## config.mk

```make
export PLATFORM = sky130hd
export DESIGN_NAME = load_store_unit_flat
export DESIGN_NICKNAME = d
export VERILOG_FILES = /design/src/rtl/load_store_unit_if.sv /design/src/rtl/load_store_unit.sv /design/src/flat_wrapper.sv
export SDC_FILE = /design/constraint.sdc
export NUM_CORES = 1
export LEC_CHECK = 0
export CAP_MARGIN = 10
export CORE_UTILIZATION = 45
export DETAILED_ROUTE_END_ITERATION = 16
export GPL_ROUTABILITY_DRIVEN = 1
export PLACE_DENSITY = 0.78
export SETUP_SLACK_MARGIN = 0.5
export SLEW_MARGIN = 20
export SYNTH_ARGS = -nofsm -noshare
export SYNTH_HDL_FRONTEND = slang
export SYNTH_SLANG_ARGS = --single-unit
```

## constraint.sdc

```tcl
create_clock -name clk -period 2.92 [get_ports clk]
set_input_delay 0.292 -clock clk [delete_from_list [all_inputs] [get_ports clk]]
set_output_delay 0.292 -clock clk [all_outputs]
set_load 0.01 [all_outputs]
```

## src/rtl/load_store_unit_if.sv

```systemverilog
// Core/memory-side bundle of the load/store unit.
// slave = LSU view, master = core + data memory view.
interface load_store_unit_if #(
  parameter int XLEN   = 64,
  parameter int ADDR_W = 64
);
  logic              req_valid;
  logic              req_ready;
  logic              req_we;
  logic [2:0]        req_funct3;
  logic [ADDR_W-1:0] req_addr;
  logic [XLEN-1:0]   req_wdata;
  logic              resp_valid;
  logic [XLEN-1:0]   resp_rdata;
  logic              resp_fault;
  logic              mem_read;
  logic              mem_write;
  logic [ADDR_W-1:0] mem_address;
  logic [31:0]       mem_write_data;
  logic [31:0]       mem_read_data;
  logic              mem_ack;

  modport slave (
    input  req_valid, req_we, req_funct3,
    input  req_addr, req_wdata,
    input  mem_read_data, mem_ack,
    output req_ready, resp_valid,
    output resp_rdata, resp_fault,
    output mem_read, mem_write,
    output mem_address, mem_write_data
  );

  modport master (
    output req_valid, req_we, req_funct3,
    output req_addr, req_wdata,
    output mem_read_data, mem_ack,
    input  req_ready, resp_valid,
    input  resp_rdata, resp_fault,
    input  mem_read, mem_write,
    input  mem_address, mem_write_data
  );
endinterface

```

## src/rtl/load_store_unit.sv

```systemverilog
// Multi-cycle LSU: word-split D accesses, RMW sub-word stores.
// LSU_SUBWORD_STORE_EN enables B/H stores; otherwise they fault.
module load_store_unit #(
  parameter int XLEN   = 64,
  parameter int ADDR_W = 64
) (
  input logic             clk,
  input logic             rst,
  load_store_unit_if.slave bus
);
  localparam logic [2:0] IDLE = 3'd0;
  localparam logic [2:0] RD0  = 3'd1;
  localparam logic [2:0] RD1  = 3'd2;
  localparam logic [2:0] WR0  = 3'd3;
  localparam logic [2:0] WR1  = 3'd4;
  localparam logic [2:0] RESP = 3'd5;

  logic [2:0]        state_q, state_d;
  logic              we_q;
  logic [2:0]        f3_q;
  logic [ADDR_W-1:0] addr_q;
  logic [XLEN-1:0]   wdata_q;
  logic [31:0]       word0_q, word0_d;
  logic [XLEN-1:0]   rdata_q, rdata_d;
  logic              fault_q, fault_d;

  logic              accept;
  logic [2:0]        f3_in;
  logic [2:0]        a_in;
  logic              misal;
  logic              illegal;
  logic              bad;
  logic [ADDR_W-1:0] base;
  logic [ADDR_W-1:0] upper;
  logic [7:0]        ld_b;
  logic [15:0]       ld_h;
  logic [31:0]       ld_w;
  logic [XLEN-1:0]   ld_ext;
  logic [31:0]       wr_word;

  assign accept = bus.req_valid & (state_q == IDLE);
  assign f3_in  = bus.req_funct3;
  assign a_in   = bus.req_addr[2:0];

  assign misal = ((f3_in[1:0] == 2'b01) & a_in[0])
               | ((f3_in[1:0] == 2'b10) & (|a_in[1:0]))
               | ((f3_in == 3'b011) & (|a_in));

`ifdef LSU_SUBWORD_STORE_EN
  assign illegal = (f3_in == 3'b111)
                 | (bus.req_we & f3_in[2]);
`else
  assign illegal = (f3_in == 3'b111)
                 | (bus.req_we & f3_in[2])
                 | (bus.req_we & ~f3_in[1]);
`endif

  assign bad   = misal | illegal;
  assign base  = {addr_q[ADDR_W-1:2], 2'b00};
  assign upper = base + ADDR_W'(4);

  assign ld_w = bus.mem_read_data;
  assign ld_b = ld_w[{addr_q[1:0], 3'b000} +: 8];
  assign ld_h = ld_w[{addr_q[1], 4'b0000} +: 16];

  always_comb begin
    ld_ext = '0;
    case (f3_q)
      3'b000:  ld_ext = {{(XLEN-8){ld_b[7]}}, ld_b};
      3'b100:  ld_ext = {{(XLEN-8){1'b0}}, ld_b};
      3'b001:  ld_ext = {{(XLEN-16){ld_h[15]}}, ld_h};
      3'b101:  ld_ext = {{(XLEN-16){1'b0}}, ld_h};
      3'b010:  ld_ext = {{(XLEN-32){ld_w[31]}}, ld_w};
      3'b110:  ld_ext = {{(XLEN-32){1'b0}}, ld_w};
      default: ld_ext = '0;
    endcase
  end

  always_comb begin
    wr_word = wdata_q[31:0];
`ifdef LSU_SUBWORD_STORE_EN
    // old word from RD0 with the target lane replaced
    case (f3_q[1:0])
      2'b00: begin
        wr_word = word0_q;
        wr_word[{addr_q[1:0], 3'b000} +: 8] = wdata_q[7:0];
      end
      2'b01: begin
        wr_word = word0_q;
        wr_word[{addr_q[1], 4'b0000} +: 16] = wdata_q[15:0];
      end
      default: wr_word = wdata_q[31:0];
    endcase
`endif
  end

  always_comb begin
    state_d = state_q;
    word0_d = word0_q;
    rdata_d = rdata_q;
    fault_d = fault_q;
    unique case (state_q)
      IDLE: begin
        if (accept) begin
          unique case (1'b1)
            bad: begin
              state_d = RESP;
              rdata_d = '0;
              fault_d = 1'b1;
            end
            !bad & (!bus.req_we | !f3_in[1]):
              state_d = RD0;
            !bad & bus.req_we & f3_in[1]:
              state_d = WR0;
          endcase
        end
      end
      RD0: begin
        if (bus.mem_ack) begin
          word0_d = bus.mem_read_data;
`ifdef LSU_SUBWORD_STORE_EN
          if (we_q) begin
            state_d = WR0;
          end else
`endif
          if (f3_q[1:0] == 2'b11) begin
            state_d = RD1;
          end else begin
            state_d = RESP;
            rdata_d = ld_ext;
            fault_d = 1'b0;
          end
        end
      end
      RD1: begin
        if (bus.mem_ack) begin
          state_d = RESP;
          rdata_d = {bus.mem_read_data, word0_q};
          fault_d = 1'b0;
        end
      end
      WR0: begin
        if (bus.mem_ack) begin
          if (f3_q[1:0] == 2'b11) begin
            state_d = WR1;
          end else begin
            state_d = RESP;
            rdata_d = '0;
            fault_d = 1'b0;
          end
        end
      end
      WR1: begin
        if (bus.mem_ack) begin
          state_d = RESP;
          rdata_d = '0;
          fault_d = 1'b0;
        end
      end
      RESP:    state_d = IDLE;
      default: state_d = IDLE;
    endcase
  end

  always_ff @(posedge clk) begin
    if (rst) begin
      state_q <= IDLE;
      we_q    <= 1'b0;
      f3_q    <= '0;
      addr_q  <= '0;
      wdata_q <= '0;
      word0_q <= '0;
      rdata_q <= '0;
      fault_q <= 1'b0;
    end else begin
      state_q <= state_d;
      word0_q <= word0_d;
      rdata_q <= rdata_d;
      fault_q <= fault_d;
      if (accept) begin
        we_q    <= bus.req_we;
        f3_q    <= bus.req_funct3;
        addr_q  <= bus.req_addr;
        wdata_q <= bus.req_wdata;
      end
    end
  end

  assign bus.req_ready  = (state_q == IDLE);
  assign bus.resp_valid = (state_q == RESP);
  assign bus.resp_rdata = rdata_q;
  assign bus.resp_fault = fault_q;

  always_comb begin
    bus.mem_read       = 1'b0;
    bus.mem_write      = 1'b0;
    bus.mem_address    = '0;
    bus.mem_write_data = '0;
    case (state_q)
      RD0: begin
        bus.mem_read    = 1'b1;
        bus.mem_address = base;
      end
      RD1: begin
        bus.mem_read    = 1'b1;
        bus.mem_address = upper;
      end
      WR0: begin
        bus.mem_write      = 1'b1;
        bus.mem_address    = base;
        bus.mem_write_data = wr_word;
      end
      WR1: begin
        bus.mem_write      = 1'b1;
        bus.mem_address    = upper;
        bus.mem_write_data = wdata_q[63:32];
      end
      default: ;
    endcase
  end
endmodule

```

## src/flat_wrapper.sv

```systemverilog
// flat-port wrapper written by rule: the top's interface ports become plain ports
module load_store_unit_flat 
#(
  parameter int XLEN   = 64,
  parameter int ADDR_W = 64
)
  (clk, rst, bus_req_valid, bus_req_we, bus_req_funct3, bus_req_addr, bus_req_wdata, bus_mem_read_data, bus_mem_ack, bus_req_ready, bus_resp_valid, bus_resp_rdata, bus_resp_fault, bus_mem_read, bus_mem_write, bus_mem_address, bus_mem_write_data);
  load_store_unit_if #(.XLEN(XLEN), .ADDR_W(ADDR_W)) bus_i ();
  input logic clk;
  input logic rst;
  input wire logic [$bits(bus_i.req_valid)-1:0] bus_req_valid;
  input wire logic [$bits(bus_i.req_we)-1:0] bus_req_we;
  input wire logic [$bits(bus_i.req_funct3)-1:0] bus_req_funct3;
  input wire logic [$bits(bus_i.req_addr)-1:0] bus_req_addr;
  input wire logic [$bits(bus_i.req_wdata)-1:0] bus_req_wdata;
  input wire logic [$bits(bus_i.mem_read_data)-1:0] bus_mem_read_data;
  input wire logic [$bits(bus_i.mem_ack)-1:0] bus_mem_ack;
  output wire logic [$bits(bus_i.req_ready)-1:0] bus_req_ready;
  output wire logic [$bits(bus_i.resp_valid)-1:0] bus_resp_valid;
  output wire logic [$bits(bus_i.resp_rdata)-1:0] bus_resp_rdata;
  output wire logic [$bits(bus_i.resp_fault)-1:0] bus_resp_fault;
  output wire logic [$bits(bus_i.mem_read)-1:0] bus_mem_read;
  output wire logic [$bits(bus_i.mem_write)-1:0] bus_mem_write;
  output wire logic [$bits(bus_i.mem_address)-1:0] bus_mem_address;
  output wire logic [$bits(bus_i.mem_write_data)-1:0] bus_mem_write_data;
  assign bus_i.req_valid = bus_req_valid;
  assign bus_i.req_we = bus_req_we;
  assign bus_i.req_funct3 = bus_req_funct3;
  assign bus_i.req_addr = bus_req_addr;
  assign bus_i.req_wdata = bus_req_wdata;
  assign bus_i.mem_read_data = bus_mem_read_data;
  assign bus_i.mem_ack = bus_mem_ack;
  assign bus_req_ready = bus_i.req_ready;
  assign bus_resp_valid = bus_i.resp_valid;
  assign bus_resp_rdata = bus_i.resp_rdata;
  assign bus_resp_fault = bus_i.resp_fault;
  assign bus_mem_read = bus_i.mem_read;
  assign bus_mem_write = bus_i.mem_write;
  assign bus_mem_address = bus_i.mem_address;
  assign bus_mem_write_data = bus_i.mem_write_data;
  load_store_unit #(.XLEN(XLEN), .ADDR_W(ADDR_W)) u_core (.clk(clk), .rst(rst), .bus(bus_i));
endmodule
```

==> flow_metrics.py <==
metrics = {
    "drt": {
        "vias": 14000,
        "drcViolationCount": 0,
        "wl_per_cell_um": 20.8,
        "dr.pass1.iters": 9,
        "routed_wirelength_um": 48200,
        "drt_iter0_markers": 1948,
        "via_per_inst": 6.03,
        "ant_nets": 0,
    },
    "worst_setup_path": {
        "crit_slowest_cell": "or4_4",
        "cp_cell_sequence": "nand3_2 -> or4_4 -> nor4_4 -> buf_4 -> a21oi_2 -> o21ai_1 -> o21ai_2 -> buf_2",
        "critical_path_class": "reg2out",
        "endpoint_kind": "output pin",
        "worstPathArrival_ns": 2.68,
        "crit_family": "simple AND/OR/NAND/NOR gates",
        "worst_r2r_path_depth": 8,
        "r2r_start": "u_core.state_q[2]$_SDFFE_PP0P_",
        "required_ns": 2.63,
        "cp-startpoint": "u_core.addr_q[13]$_SDFFE_PP0P_",
        "critPathMaxStageDelay_ns": 0.61,
        "cp.buffers_inverters": 2,
        "crit_fanout": 8,
        "r2r-end": "u_core.bus.resp_rdata[12]$_SDFFE_PP0P_",
        "path_depth": 8,
        "reg2reg_slack_ns": 0.68,
        "critPathLaunchType": "flop",
        "crit_path_end": "bus_mem_address[30]",
    },
    "clock_network": {
        "cts_tree": "built",
        "clk_pin_slew_ns": 0.06,
        "cts_hold_buf": 0,
        "cts_sinks": 231,
        "clock-root-buffer": "clkbuf_16",
        "insertion_delay_ns": 0.53,
        "numCtsBuffers": 26,
        "cts_htree_levels": 1,
        "clockBufferDepth": 3,
    },
    "global_route": {
        "grt_pass1_vias": 13000,
        "grt_start_max_net_pins": 132,
        "antenna_found_initial": 4,
        "gr-total-overflow": 0,
        "use_met3_pct": 7.41,
        "track_usage_pct": 33.6,
        "use_met2_pct": 56.1,
        "top_usage_layer": "met2",
        "grt_pass1_wl_um": 70900,
        "grtUsageMet1_pct": 40.4,
    },
    "yosys": {
        "ys.warnings.count": 0,
        "synth_edf_count": 0,
        "syn_area_per_cell_um2": 7.39,
        "ys_seq_area_share_pct": 39.5,
        "synth_cell_types": 68,
        "synth-main-ff-cell": "dfxtp_1",
        "synth-async-reset-ratio_pct": 0,
        "synth-seq-cells": 231,
        "synthCells": 1583,
        "synth_area_um2": 11700,
    },
    "cells_and_area": {
        "fin_area_um2": 18000,
        "syn_to_final_growth_pct": 53.8,
        "fin_nets": 2132,
        "drive_gt1_share_pct": 24.2,
        "layout.cells.non_filler": 2315,
    },
    "sta": {
        "setup_violations": 3,
        "final_max_slew_viol_count": 0,
        "skew_ns": 0.0141,
        "relSlewSlack_pct": 47.5,
        "fin_hold_ws_ns": 0.222,
        "rsz0062_at_grt": "yes",
        "max_freq_mhz": 336,
        "worst_pin_slew_ns": 0.781,
        "hold_viol_final": 0,
        "fin_crit_sh_pct": 102,
        "period_needed_ns": 2.98,
        "setup_ws_ns": -0.0564,
    },
    "placed_design": {
        "dp_hpwl_um": 28000,
        "placed_area_um2": 15500,
        "gp_congestion": 1.01,
        "dp.cells": 2176,
        "numPortBuffers": 330,
    },
    "power": {
        "power_density_nw_per_um2": 622,
        "peakVddDrop_uv": 454,
        "power.leakage_nw": 7.00,
    },
    "floorplan": {
        "dieWidth_um": 163,
        "dieHeight_um": 163,
        "die_area_um2": 26600,
        "start_util_pct": 46.2,
        "pin_count": 333,
        "core-area_um2": 25300,
        "rows": 58,
    },
    "flow_run": {
        "cap_violations": 0,
    },
    "status": {
        "violations": "negative setup slack",
        "status": "complete, but fails checks",
    },
    "min_path": {
        "holdCritPathClass": "in2reg",
    },
}
==> cells in the final DEF (no fill, tap or decap), drive strengths merged, types with 14 or more instances in the layout <==
cell type	instances
nand2	442
a21oi	235
clkdlybuf4s50	233
dfxtp	231
buf	209
o21ai	100
nor2	82
clkbuf	48
a211oi	40
nand3	36
a22o	33
and2	27
nand4	25
nor3	22
a31oi	21
and3	14
==> worst min path at each step <==
| stage | endpoint | startpoint | slack [ns] | cells after the start |
|---|---|---|---|---|
| after floorplan | u_core.word0_q[10]$_SDFFE_PP0P_ | bus_mem_read_data[10] | 0.43 | 2 |
| after global placement | u_core.word0_q[31]$_SDFFE_PP0P_ | u_core.word0_q[31]$_SDFFE_PP0P_ | 0.44 | 2 |
| after detailed placement | u_core.word0_q[8]$_SDFFE_PP0P_ | u_core.word0_q[8]$_SDFFE_PP0P_ | 0.44 | 2 |
| after CTS | u_core.state_q[0]$_SDFFE_PP0P_ | rst | 0.20 | 2 |
| after global routing | u_core.state_q[0]$_SDFFE_PP0P_ | rst | 0.23 | 2 |
| final | u_core.state_q[0]$_SDFFE_PP0P_ | rst | 0.22 | 2 |
==> cells by family (layout without fill, tap and decap cells) <==
kind of cell | after synthesis | after routing | share of synthesized area, %
adder cells (fa/ha/maj) | 1 | 1 | 0.107
AO/OA/AOI/OAI | 490 | 490 | 26.3
XOR/XNOR | 13 | 13 | 0.973
buffers and inverters | 146 | 541 | 5.52
AND/OR/NAND/NOR | 691 | 695 | 26.6
multiplexers | 10 | 10 | 0.898
other | 1 | 4 | 0.0321
flip-flops | 231 | 231 | 39.5
==> worst register-to-register path, cell delays in order, from the launching register on <==
cell,delay [ns]
dfxtp_2,0.36
buf_4,0.16
nor4b_4,0.37
a211oi_2,0.09
a31oi_2,0.22
o21ai_2,0.19
buf_6,0.26
a211oi_1,0.37
nor3_1,0.09
==> metrics by stage <==
| stage | TNS [ns] | power [mW] | utilization (%) | setup slack (ns) |
|---|---|---|---|---|
| global route | -0.424 | 11.6 | 71.0 | -0.0874 |
| CTS | 0 | 10.9 | 69.2 | 0.108 |
| detailed placement | 0 | 6.91 | 61.0 | 0.0748 |
| global placement | 0 | 6.85 | 61.0 | 0.0991 |
| finish | -0.119 | 11.2 | 71.0 | -0.0564 |
| floorplan | 0 | 5.54 | - | 0.696 |
==> Yosys cell counts, types with 10 or more instances <==
cell type,instances,area [µm²]
nor2_1,76,285
a22o_1,33,289
nor3_1,21,105
and2_1,27,169
buf_4,10,75.1
inv_1,11,41.3
nand3_1,35,175
a21oi_1,235,1180
clkbuf_1,86,323
nand4_1,22,138
nand2_1,441,1660
and3_1,14,87.6
a31oi_1,20,125
nand2b_1,10,62.6
dfxtp_1,231,4620
o21ai_1,25,125
buf_2,34,170
o21ai_0,74,370
a211oi_2,31,388
==> power by group <==
group | internal, mW | switching (mW) | leakage [nW]
logic | 1.59 | 2.02 | 4.61
registers | 3.55 | 0.343 | 1.91
clock network | 2.30 | 1.38 | 0.477
total | 7.44 | 3.74 | 7.00
==> state kept, by name (all words and copies together), names as in the netlist <==
name                   count
u_core.wdata_q            64
u_core.f3_q                3
u_core.state_q             3
u_core.bus.resp_fault      1
u_core.addr_q             64
u_core.bus.resp_rdata     64
u_core.word0_q            32
==> timing repair <==
action | CTS | global route
pin swaps | 82 | 58
setup endpoints to repair | 128 | 95
gates resized for setup | 510 | 130
buffers inserted | 60 | 17
cloned | 12 | 0
==> cell type report <==
type | count | area, µm²
Fill cell | 1943 | 7340
Clock inverter | 11 | 183
Clock buffer | 37 | 783
Timing Repair Buffer | 482 | 4590
Inverter | 11 | 45.0
Sequential cell | 231 | 4720
Multi-Input combinational cell | 1211 | 7240
Tap cell | 330 | 413
Antenna cell | 2 | 5.00
==> metal layers <==
layer	wire length, µm	up-vias
met5	27	-
met4	2800	4
met3	4710	251
met2	22800	925
met1	17900	6492
li1	-	6298
Note: power is estimated with default switching activity, not from simulation.
